$ cat src/rtl/imm_decode_pipe.sv
// Registered immediate decoder for the ID stage.
// One valid/ready register stage; decodes RV32/RV64 immediates and,
// optionally, RVC immediates, producing an XLEN-wide extended value,
// a format code and an illegal-encoding flag.
module imm_decode_pipe #(
    parameter int XLEN   = 64,
    parameter bit EN_RVC = 1'b1
) (
    input  logic            clk,
    input  logic            rst,
    input  logic            flush,
    input  logic            in_valid,
    output logic            in_ready,
    input  logic [31:0]     in_instr,
    input  logic [XLEN-1:0] in_pc,
    output logic            out_valid,
    input  logic            out_ready,
    output logic [31:0]     out_instr,
    output logic [XLEN-1:0] out_pc,
    output logic [XLEN-1:0] out_imm,
    output logic [2:0]      out_fmt,
    output logic            out_illegal
);

    localparam logic [2:0] FMT_NONE = 3'd0;
    localparam logic [2:0] FMT_I    = 3'd1;
    localparam logic [2:0] FMT_S    = 3'd2;
    localparam logic [2:0] FMT_B    = 3'd3;
    localparam logic [2:0] FMT_U    = 3'd4;
    localparam logic [2:0] FMT_J    = 3'd5;
    localparam logic [2:0] FMT_Z    = 3'd6;
    localparam logic [2:0] FMT_C    = 3'd7;

    localparam bit IS64 = (XLEN == 64);

    // Every raw immediate below is built as a full 32-bit value whose upper
    // bits already hold the correct fill (sign copies or zeros), so a single
    // sign-extension from bit 31 yields the right XLEN result for all formats.
    function automatic logic [XLEN-1:0] ext32(input logic [31:0] v);
        return XLEN'(signed'(v));
    endfunction

    // ------------------------------------------------------------------
    // Field extraction
    // ------------------------------------------------------------------
    logic [31:0] ins;
    logic [6:0]  opcode;
    logic [1:0]  q;
    logic [2:0]  f;
    logic        i12;
    logic [4:0]  c_rd;

    assign ins    = in_instr;
    assign opcode = ins[6:0];
    assign q      = ins[1:0];
    assign f      = ins[15:13];
    assign i12    = ins[12];
    assign c_rd   = ins[11:7];

    // 32-bit formats
    logic [31:0] imm_i, imm_s, imm_b, imm_u, imm_j, imm_z;

    assign imm_i = {{20{ins[31]}}, ins[31:20]};
    assign imm_s = {{20{ins[31]}}, ins[31:25], ins[11:7]};
    assign imm_b = {{19{ins[31]}}, ins[31], ins[7], ins[30:25], ins[11:8], 1'b0};
    assign imm_u = {ins[31:12], 12'b0};
    assign imm_j = {{11{ins[31]}}, ins[31], ins[19:12], ins[20], ins[30:21], 1'b0};
    assign imm_z = {27'b0, ins[19:15]};

    // Compressed formats
    logic [31:0] c_addi4spn, c_lw, c_ld, c_s6, c_z6, c_addi16sp, c_lui;
    logic [31:0] c_j, c_b, c_lwsp, c_ldsp, c_swsp, c_sdsp;

    assign c_addi4spn = {22'b0, ins[10:7], ins[12:11], ins[5], ins[6], 2'b0};
    assign c_lw       = {25'b0, ins[5], ins[12:10], ins[6], 2'b0};
    assign c_ld       = {24'b0, ins[6:5], ins[12:10], 3'b0};
    assign c_s6       = {{26{i12}}, i12, ins[6:2]};
    assign c_z6       = {26'b0, i12, ins[6:2]};
    assign c_addi16sp = {{22{i12}}, i12, ins[4:3], ins[5], ins[2], ins[6], 4'b0};
    assign c_lui      = {{14{i12}}, i12, ins[6:2], 12'b0};
    assign c_j        = {{20{i12}}, i12, ins[8], ins[10:9], ins[6], ins[7], ins[2],
                         ins[11], ins[5:3], 1'b0};
    assign c_b        = {{23{i12}}, i12, ins[6:5], ins[2], ins[11:10], ins[4:3], 1'b0};
    assign c_lwsp     = {24'b0, ins[3:2], i12, ins[6:4], 2'b0};
    assign c_ldsp     = {23'b0, ins[4:2], i12, ins[6:5], 3'b0};
    assign c_swsp     = {24'b0, ins[8:7], ins[12:9], 2'b0};
    assign c_sdsp     = {23'b0, ins[9:7], ins[12:10], 3'b0};

    // ------------------------------------------------------------------
    // Decode
    // ------------------------------------------------------------------
    logic [31:0]     dec_raw;
    logic [2:0]      dec_fmt;
    logic            dec_ill;
    logic [XLEN-1:0] dec_imm;

    // Select the raw immediate, format code and illegal flag for in_instr.
    always_comb begin
        dec_raw = 32'b0;
        dec_fmt = FMT_NONE;
        dec_ill = 1'b0;
        if (q == 2'b11) begin
            unique case (opcode)
                7'b0000011, 7'b0010011, 7'b1100111: begin
                    dec_fmt = FMT_I;
                    dec_raw = imm_i;
                end
                7'b0011011: begin
                    // OP-IMM-32 only exists on RV64
                    if (IS64) begin
                        dec_fmt = FMT_I;
                        dec_raw = imm_i;
                    end
                end
                7'b0100011: begin
                    dec_fmt = FMT_S;
                    dec_raw = imm_s;
                end
                7'b1100011: begin
                    dec_fmt = FMT_B;
                    dec_raw = imm_b;
                end
                7'b0110111, 7'b0010111: begin
                    dec_fmt = FMT_U;
                    dec_raw = imm_u;
                end
                7'b1101111: begin
                    dec_fmt = FMT_J;
                    dec_raw = imm_j;
                end
                7'b1110011: begin
                    // Only the CSR*I variants carry a zimm
                    if (ins[14]) begin
                        dec_fmt = FMT_Z;
                        dec_raw = imm_z;
                    end
                end
                default: ;
            endcase
        end else if (!EN_RVC) begin
            dec_ill = 1'b1;
        end else begin
            dec_fmt = FMT_C;
            unique case (q)
                2'b00: begin
                    unique case (f)
                        3'b000: begin
                            dec_raw = c_addi4spn;
                            dec_ill = (c_addi4spn == 32'b0);
                        end
                        3'b010, 3'b110: dec_raw = c_lw;
                        3'b001, 3'b101: dec_raw = c_ld;
                        3'b011, 3'b111: dec_raw = IS64 ? c_ld : c_lw;
                        default: ;
                    endcase
                end
                2'b01: begin
                    unique case (f)
                        3'b000, 3'b010: dec_raw = c_s6;
                        3'b001: dec_raw = IS64 ? c_s6 : c_j;
                        3'b011: dec_raw = (c_rd == 5'd2) ? c_addi16sp : c_lui;
                        3'b100: begin
                            if (ins[11:10] == 2'b10) begin
                                dec_raw = c_s6;
                            end else if (!ins[11]) begin
                                // shamt[5] set is reserved on RV32
                                dec_raw = c_z6;
                                dec_ill = !IS64 && i12;
                            end
                        end
                        3'b101: dec_raw = c_j;
                        default: dec_raw = c_b;
                    endcase
                end
                default: begin
                    unique case (f)
                        3'b000: begin
                            dec_raw = c_z6;
                            dec_ill = !IS64 && i12;
                        end
                        3'b010: dec_raw = c_lwsp;
                        3'b001: dec_raw = c_ldsp;
                        3'b011: dec_raw = IS64 ? c_ldsp : c_lwsp;
                        3'b110: dec_raw = c_swsp;
                        3'b101: dec_raw = c_sdsp;
                        3'b111: dec_raw = IS64 ? c_sdsp : c_swsp;
                        default: ;
                    endcase
                end
            endcase
            if (ins[15:0] == 16'h0000) begin
                dec_ill = 1'b1;
            end
        end
    end

    assign dec_imm = ext32(dec_raw);

    // ------------------------------------------------------------------
    // Valid/ready holding register
    // ------------------------------------------------------------------
    logic            valid_q, valid_d;
    logic [31:0]     instr_q, instr_d;
    logic [XLEN-1:0] pc_q, pc_d;
    logic [XLEN-1:0] imm_q, imm_d;
    logic [2:0]      fmt_q, fmt_d;
    logic            ill_q, ill_d;
    logic            load;

    assign in_ready = !valid_q || out_ready;
    assign load     = in_valid && in_ready;

    // Next state: flush drops everything, otherwise load, drain or hold.
    always_comb begin
        valid_d = valid_q;
        instr_d = instr_q;
        pc_d    = pc_q;
        imm_d   = imm_q;
        fmt_d   = fmt_q;
        ill_d   = ill_q;
        if (flush) begin
            valid_d = 1'b0;
        end else if (load) begin
            valid_d = 1'b1;
            instr_d = in_instr;
            pc_d    = in_pc;
            imm_d   = dec_imm;
            fmt_d   = dec_fmt;
            ill_d   = dec_ill;
        end else if (in_ready) begin
            valid_d = 1'b0;
        end
    end

    // State register; reset clears the whole entry, including a stalled one.
    always_ff @(posedge clk) begin
        if (rst) begin
            valid_q <= 1'b0;
            instr_q <= '0;
            pc_q    <= '0;
            imm_q   <= '0;
            fmt_q   <= FMT_NONE;
            ill_q   <= 1'b0;
        end else begin
            valid_q <= valid_d;
            instr_q <= instr_d;
            pc_q    <= pc_d;
            imm_q   <= imm_d;
            fmt_q   <= fmt_d;
            ill_q   <= ill_d;
        end
    end

    assign out_valid   = valid_q;
    assign out_instr   = instr_q;
    assign out_pc      = pc_q;
    assign out_imm     = imm_q;
    assign out_fmt     = fmt_q;
    assign out_illegal = ill_q;

endmodule

$ cat config.mk
export PLATFORM = sky130hd
export DESIGN_NAME = imm_decode_pipe
export DESIGN_NICKNAME = d
export VERILOG_FILES = /design/src/rtl/imm_decode_pipe.sv
export SDC_FILE = /design/constraint.sdc
export NUM_CORES = 1
export LEC_CHECK = 0
export CAP_MARGIN = 20
export CORE_MARGIN = 2
export CORE_UTILIZATION = 42
export CTS_BUF_LIST = sky130_fd_sc_hd__clkbuf_4 sky130_fd_sc_hd__clkbuf_8 sky130_fd_sc_hd__clkbuf_16
export DETAILED_ROUTE_END_ITERATION = 8
export PLACE_DENSITY = 0.78
export SYNTH_ARGS = -nofsm -noshare
export SYNTH_HDL_FRONTEND = slang
export SYNTH_SLANG_ARGS = --single-unit
$ cat constraint.sdc
create_clock -name clk -period 2.1 [get_ports clk]
set_clock_uncertainty 0.05 [all_clocks]
set_input_delay 0.42 -clock clk [delete_from_list [all_inputs] [get_ports clk]]
set_output_delay 0.42 -clock clk [all_outputs]
set_load 0.005 [all_outputs]
==> flow_metrics.py, run 1 <==
metrics = {
    "worst_hold_path": {
        "hold_path.class": "primary input to flop",
        "hp-start": "rst",
        "hold_path_depth": 2,
    },
    "setup_path": {
        "worstSetupStartpointType": "primary input",
        "critPathArrivalTime_ns": 2.27,
        "worst_setup_path_end_kind": "flop",
        "reg2reg_to": "out_imm[24]$_SDFFE_PP0P_",
        "reg2reg_from": "out_valid$_SDFFE_PP0P_",
        "worstSetupPathType": "primary input to flop",
        "ff2ff_setup_slack_ns": 0.43,
        "worst_r2r_path_depth": 6,
        "crit_start": "in_instr[4]",
        "worstPathRequired_ns": 2.37,
        "crit_end": "out_imm[8]$_SDFFE_PP0P_",
        "critical_path_peak_fanout": 5,
    },
    "route": {
        "wl_per_cell_um": 17.7,
        "top_layer_used": "met4",
        "wl_met1_um": 9090,
        "wl_met2_um": 10500,
        "ant_nets": 0,
        "vias": 6787,
        "wirelength_um": 22700,
        "vias_per_cell": 5.30,
        "dr_wl_met3_um": 2210,
        "drtPass1Iterations": 5,
        "drc": 0,
        "first_iter_violations": 576,
    },
    "finish": {
        "fill_cells": 1160,
        "stdcell_count": 1281,
        "n_antenna_cell": 0,
        "nets": 1189,
        "final_cell_area_um2": 9910,
        "final_common_cell": "clkdlybuf4s50_1",
        "final_cell_mix": "264 x clkdlybuf4s50_1, 226 x nand2_1, 133 x dfxtp_1",
        "drive_gt1_share_pct": 13.9,
        "area_growth_syn_to_layout_pct": 63.3,
    },
    "floorplanning": {
        "die_h_um": 124,
        "core_area_um2": 14000,
        "dieArea_um2": 15400,
        "std_cell_rows": 43,
        "io_pins": 267,
        "initial_core_util_pct": 43.4,
        "die_width_um": 124,
    },
    "cts": {
        "cts.clk_slew.worst_paths_ns": 0.06,
        "clock_path_buffers": 2,
        "cts_sinks": 133,
        "cts_root_buf": "clkbuf_16",
        "cts_tree": "yes",
        "postCtsSetupBuffers": 0,
        "numCtsBuffers": 17,
        "clk_latency_ns": 0.43,
        "htreeDepth": 4,
    },
    "yosys": {
        "syn_area_um2": 6070,
        "synthXorXnorAreaFrac_pct": 0,
        "synthArstFlopShare_pct": 0,
        "synth_cell_types": 60,
        "syn_area_per_cell_um2": 7.60,
        "synth_seq_cells": 133,
        "netlist_instances": 798,
        "synth_compound_area_share_pct": 23.0,
        "synth_mux_area_share_pct": 0,
        "synth-edff-count": 0,
        "synth_top_family_by_area": "simple AND/OR/NAND/NOR gates",
        "synth_nets": 899,
        "yosys_warnings": 0,
        "yosysSeqAreaShare_pct": 43.9,
        "yosys.area_share.adder_pct": 0,
        "synth_flop_cell": "dfxtp_1",
        "yosys.area_share.simple_pct": 23.5,
    },
    "timing": {
        "slew_violations": 0,
        "grt_setup_unrepaired": "false",
        "fin_ws_ns": 0.0987,
        "period_needed_ns": 2.00,
        "slew_headroom_pct": 63.3,
        "worstMarginPinSlew_ns": 0.551,
        "setup_viol": 0,
        "hold-worst-slack_ns": 0.318,
        "clock.fmax_ghz": 0.500,
        "finalHoldViolCount": 0,
        "post-route-period-util_pct": 95.3,
    },
    "pwr": {
        "power-per-cell-area_nw_per_um2": 708,
        "p_seq_share_pct": 38.8,
        "vdd_drop_max_uv": 676,
        "swShare_pct": 26.2,
        "p_clk_share_pct": 42.9,
        "p_switching_w": 0.00184,
        "p_leak_nw": 3.74,
        "internal-power_w": 0.00517,
        "p_comb_share_pct": 18.3,
    },
    "placement": {
        "dp_slack_ns": -0.406,
        "gp_congestion": 0.975,
        "place_area_um2": 9300,
        "port_buffers": 266,
        "hpwl_um": 16800,
        "dp_cells": 1249,
    },
    "global_routing": {
        "track_usage_pct": 29.0,
        "antenna_found_initial": 0,
        "grt_max_degree": 64,
        "grt_pass1_wl_um": 33900,
        "overflow": 0,
        "grt_pass1_vias": 6415,
    },
    "run": {
        "drv_cap": 0,
    },
    "outcome": {
        "status": "completed",
    },
}
## logic make-up after synthesis
| group | count (synthesis) |
|---|---|
| AND/OR/NAND/NOR | 334 |
| AO/OA/AOI/OAI | 223 |
| flip-flops | 133 |
| buffers and inverters | 108 |
## layout make-up
cell class	count	area (um2)	share of cell area, %
timing repair buffer	372	3560	36.0
multi-input combinational	557	2840	28.7
sequential	133	2660	26.9
clock buffer	19	447	4.51
tap	180	225	2.27
clock inverter	13	144	1.45
inverter	7	26.3	0.265
## Yosys cell counts, types with 8 or more instances
| cell | n | area [um2] |
|---|---|---|
| o21ai_0 | 19 | 95.1 |
| nor2_1 | 53 | 199 |
| buf_4 | 34 | 255 |
| a311oi_1 | 9 | 78.8 |
| dfxtp_1 | 133 | 2660 |
| nand3_1 | 8 | 40.0 |
| clkbuf_1 | 31 | 116 |
| buf_2 | 28 | 140 |
| a211oi_1 | 20 | 150 |
| nand2_1 | 226 | 848 |
| a21oi_1 | 120 | 601 |
## state kept, by name (all words and copies together) (netlist names)
signal / count
out_illegal: 1
out_valid: 1
out_pc: 64
out_imm: 32
out_instr: 32
out_fmt: 3
## critical path, cell delays in order
cell	delay, ns
clkdlybuf4s50_1	0.47
nand2b_1	0.21
o211a_1	0.23
and2_1	0.24
a311oi_1	0.46
buf_4	0.18
o31ai_1	0.06
## worst min path at each step
stage                               to  slack [ns]
3_3_place_gp    out_pc[7]$_SDFFE_PP0P_        0.39
3_5_place_dp   out_pc[31]$_SDFFE_PP0P_        0.40
2_1_floorplan  out_imm[8]$_SDFFE_PP0P_        0.40
4_1_cts        out_pc[36]$_SDFFE_PP0P_        0.31
6_report       out_pc[45]$_SDFFE_PP0P_        0.32
5_1_grt        out_pc[32]$_SDFFE_PP0P_        0.33
## power by group through the flow
stage	registers, W	logic, W	clock network, W
after global routing	0.00274	0.00139	0.00315
after detailed placement	0.00278	0.00127	0
after floorplan	0.00279	0.000489	0
after CTS	0.00272	0.00128	0.00303
final	0.00272	0.00129	0.00301
after global placement	0.00277	0.00127	0
## layer usage
layer | track usage (%) | up-vias
li1 | - | 3279
met1 | 35.1 | 3142
met2 | 46.2 | 313
met3 | 10.3 | 53
met4 | 13.1 | 0
met5 | 0 | -
## through the flow
stage	setup TNS (ns)	util (%)	total power, W
CTS	0	70.7	0.00704
floorplan	0	-	0.00328
global route	0	70.8	0.00728
finish	0	70.8	0.00702
detailed placement	-11.13	66.5	0.00405
global placement	-10.41	66.5	0.00404
## timing repair
item	CTS	global route
endpoints found under the setup margin	0	48
resized for setup	0	3
hold buffers	0	0
No activity file was read; power rests on OpenSTA's default activity.
==> run 2, diff against run 1 <==
CELL_PAD_IN_SITES_DETAIL_PLACEMENT = 0   (was not set)
CELL_PAD_IN_SITES_GLOBAL_PLACEMENT = 2   (was not set)
CORE_UTILIZATION = 23   (was 42)
CTS_BUF_LIST = sky130_fd_sc_hd__clkbuf_2 sky130_fd_sc_hd__clkbuf_4 sky130_fd_sc_hd__clkbuf_8   (was sky130_fd_sc_hd__clkbuf_4 sky130_fd_sc_hd__clkbuf_8 sky130_fd_sc_hd__clkbuf_16)
PLACE_DENSITY = 0.8   (was 0.78)
==> run 2 against run 1 <==
Largest cell class unchanged. Sequential share of layout area decreased by 0.65 points. Clock power down 21%. Critical path type unchanged. Critical path depth stayed put. First-iteration DRC count decreased by 29%. Utilization is 32 points lower.
==> flow_metrics.py, run 2 (synthesis results as in run 1) <==
metrics = {
    "timing": {
        "slew_violations": 0,
        "post-route-period-util_pct": 97.7,
        "period_needed_ns": 2.05,
        "worstMarginPinSlew_ns": 0.466,
        "setup_tns_ns": 0,
        "slew_headroom_pct": 68.1,
        "clock.fmax_ghz": 0.487,
        "finalHoldViolCount": 0,
        "setup_viol": 0,
        "grt_setup_unrepaired": "false",
    },
    "floorplanning": {
        "initial_core_util_pct": 23.3,
        "io_pins": 267,
        "dieArea_um2": 27700,
        "die_h_um": 166,
        "core_area_um2": 26000,
        "std_cell_rows": 59,
        "die_width_um": 166,
    },
    "route": {
        "wl_per_cell_um": 17.8,
        "vias_per_cell": 4.64,
        "vias": 6759,
        "ant_nets": 0,
        "drc": 0,
        "drtPass1Iterations": 5,
        "first_iter_violations": 411,
        "wirelength_um": 25900,
    },
    "cts": {
        "cts.clk_slew.worst_paths_ns": 0.09,
        "clk_latency_ns": 0.45,
        "htreeDepth": 4,
        "cts_sinks": 133,
        "clock_path_buffers": 2,
        "cts_root_buf": "clkbuf_8",
        "cts_tree": "yes",
        "numCtsBuffers": 17,
        "hold_buffers": 0,
    },
    "finish": {
        "largest_reg_flops": 64,
        "fill_cells": 2717,
        "final_cell_mix": "264 x clkdlybuf4s50_1, 226 x nand2_1, 133 x dfxtp_1",
        "drive_gt1_share_pct": 15.6,
        "n_antenna_cell": 0,
        "area_growth_syn_to_layout_pct": 67.4,
        "nets": 1211,
        "final_common_cell": "clkdlybuf4s50_1",
        "final_core_util_pct": 39.1,
    },
    "setup_path": {
        "worstSetupPathType": "primary input to flop",
        "critical_path_peak_fanout": 11,
        "worstSetupStartpointType": "primary input",
        "critPathArrivalTime_ns": 2.37,
        "ff2ff_setup_slack_ns": 0.50,
        "worst_setup_path_end_kind": "flop",
        "worstPathRequired_ns": 2.42,
    },
    "placement": {
        "gp_congestion": 0.939,
        "port_buffers": 266,
        "hpwl_um": 19800,
    },
    "outcome": {
        "status": "completed",
    },
    "pwr": {
        "power-per-cell-area_nw_per_um2": 637,
        "total_power_w": 0.00647,
        "vdd_drop_max_uv": 314,
        "p_leak_nw": 3.79,
    },
    "global_routing": {
        "overflow": 0,
        "grt_pass1_vias": 6515,
        "track_usage_pct": 18.3,
        "antenna_found_initial": 0,
        "grt_pass1_wl_um": 39600,
        "grt_max_degree": 74,
    },
    "run": {
        "drv_cap": 0,
    },
    "worst_hold_path": {
        "hold_path.class": "primary input to flop",
    },
}
==> run 2: final cells by class <==
class | count | area (um2) | area share (%)
inverters | 7 | 26.3 | 0.259
clock inverters | 13 | 175 | 1.72
well taps | 335 | 419 | 4.13
multi-input cells | 557 | 2840 | 27.9
flip-flops and latches | 133 | 2660 | 26.2
clock buffers | 19 | 249 | 2.45
repair buffers | 394 | 3790 | 37.3
==> run 2: layer usage <==
metal / up-vias / GRT usage (%) / wire length, um
met4: 0 / 5.28 / 551
met1: 3168 / 24.5 / 12000
met5: - / 0 / 0
met2: 242 / 28.9 / 11800
met3: 28 / 4.86 / 1620
li1: 3321 / - / -
==> run 2: metrics by stage <==
stage	instance area, um2	std cells	hold WS (ns)	setup WS, ns
CTS	10100	1458	0.303	0.0200
floorplan	6070	798	0.399	0.301
global route	10200	1458	0.339	0.00344
global placement	9710	1426	0.391	-0.349
finish	10200	1458	0.332	0.0481
detailed placement	9710	1426	0.395	-0.355
==> run 2: report_power, final <==
group	leakage, nW	switching, W	total, W	internal [W]
sequential	1.09	0.0000678	0.00272	0.00265
clock	0.214	0.00117	0.00239	0.00122
combinational	2.49	0.000604	0.00136	0.000753
==> run 2: worst max-delay path, cell delays in order <==
cell and delay, ns:
clkdlybuf4s50_1 0.57, buf_4 0.22, nor3b_1 0.40, and3_1 0.31, buf_12 0.15, nand2_1 0.05, a211oi_1 0.24
==> run 2: final timing paths <==
path	startpoint	endpoint	depth (start not counted)
min	rst	out_instr[4]$_SDFFE_PP0P_	2
max reg2reg	out_valid$_SDFFE_PP0P_	out_imm[6]$_SDFFE_PP0P_	8
min reg2reg	out_pc[41]$_SDFFE_PP0P_	out_pc[41]$_SDFFE_PP0P_	2
max	in_instr[3]	out_imm[22]$_SDFFE_PP0P_	7
==> run 2: timing repair <==
action | in CTS | in global routing
setup endpoints to repair | 33 | 36
resized for setup | 1 | 5
setup buffers | 0 | 0
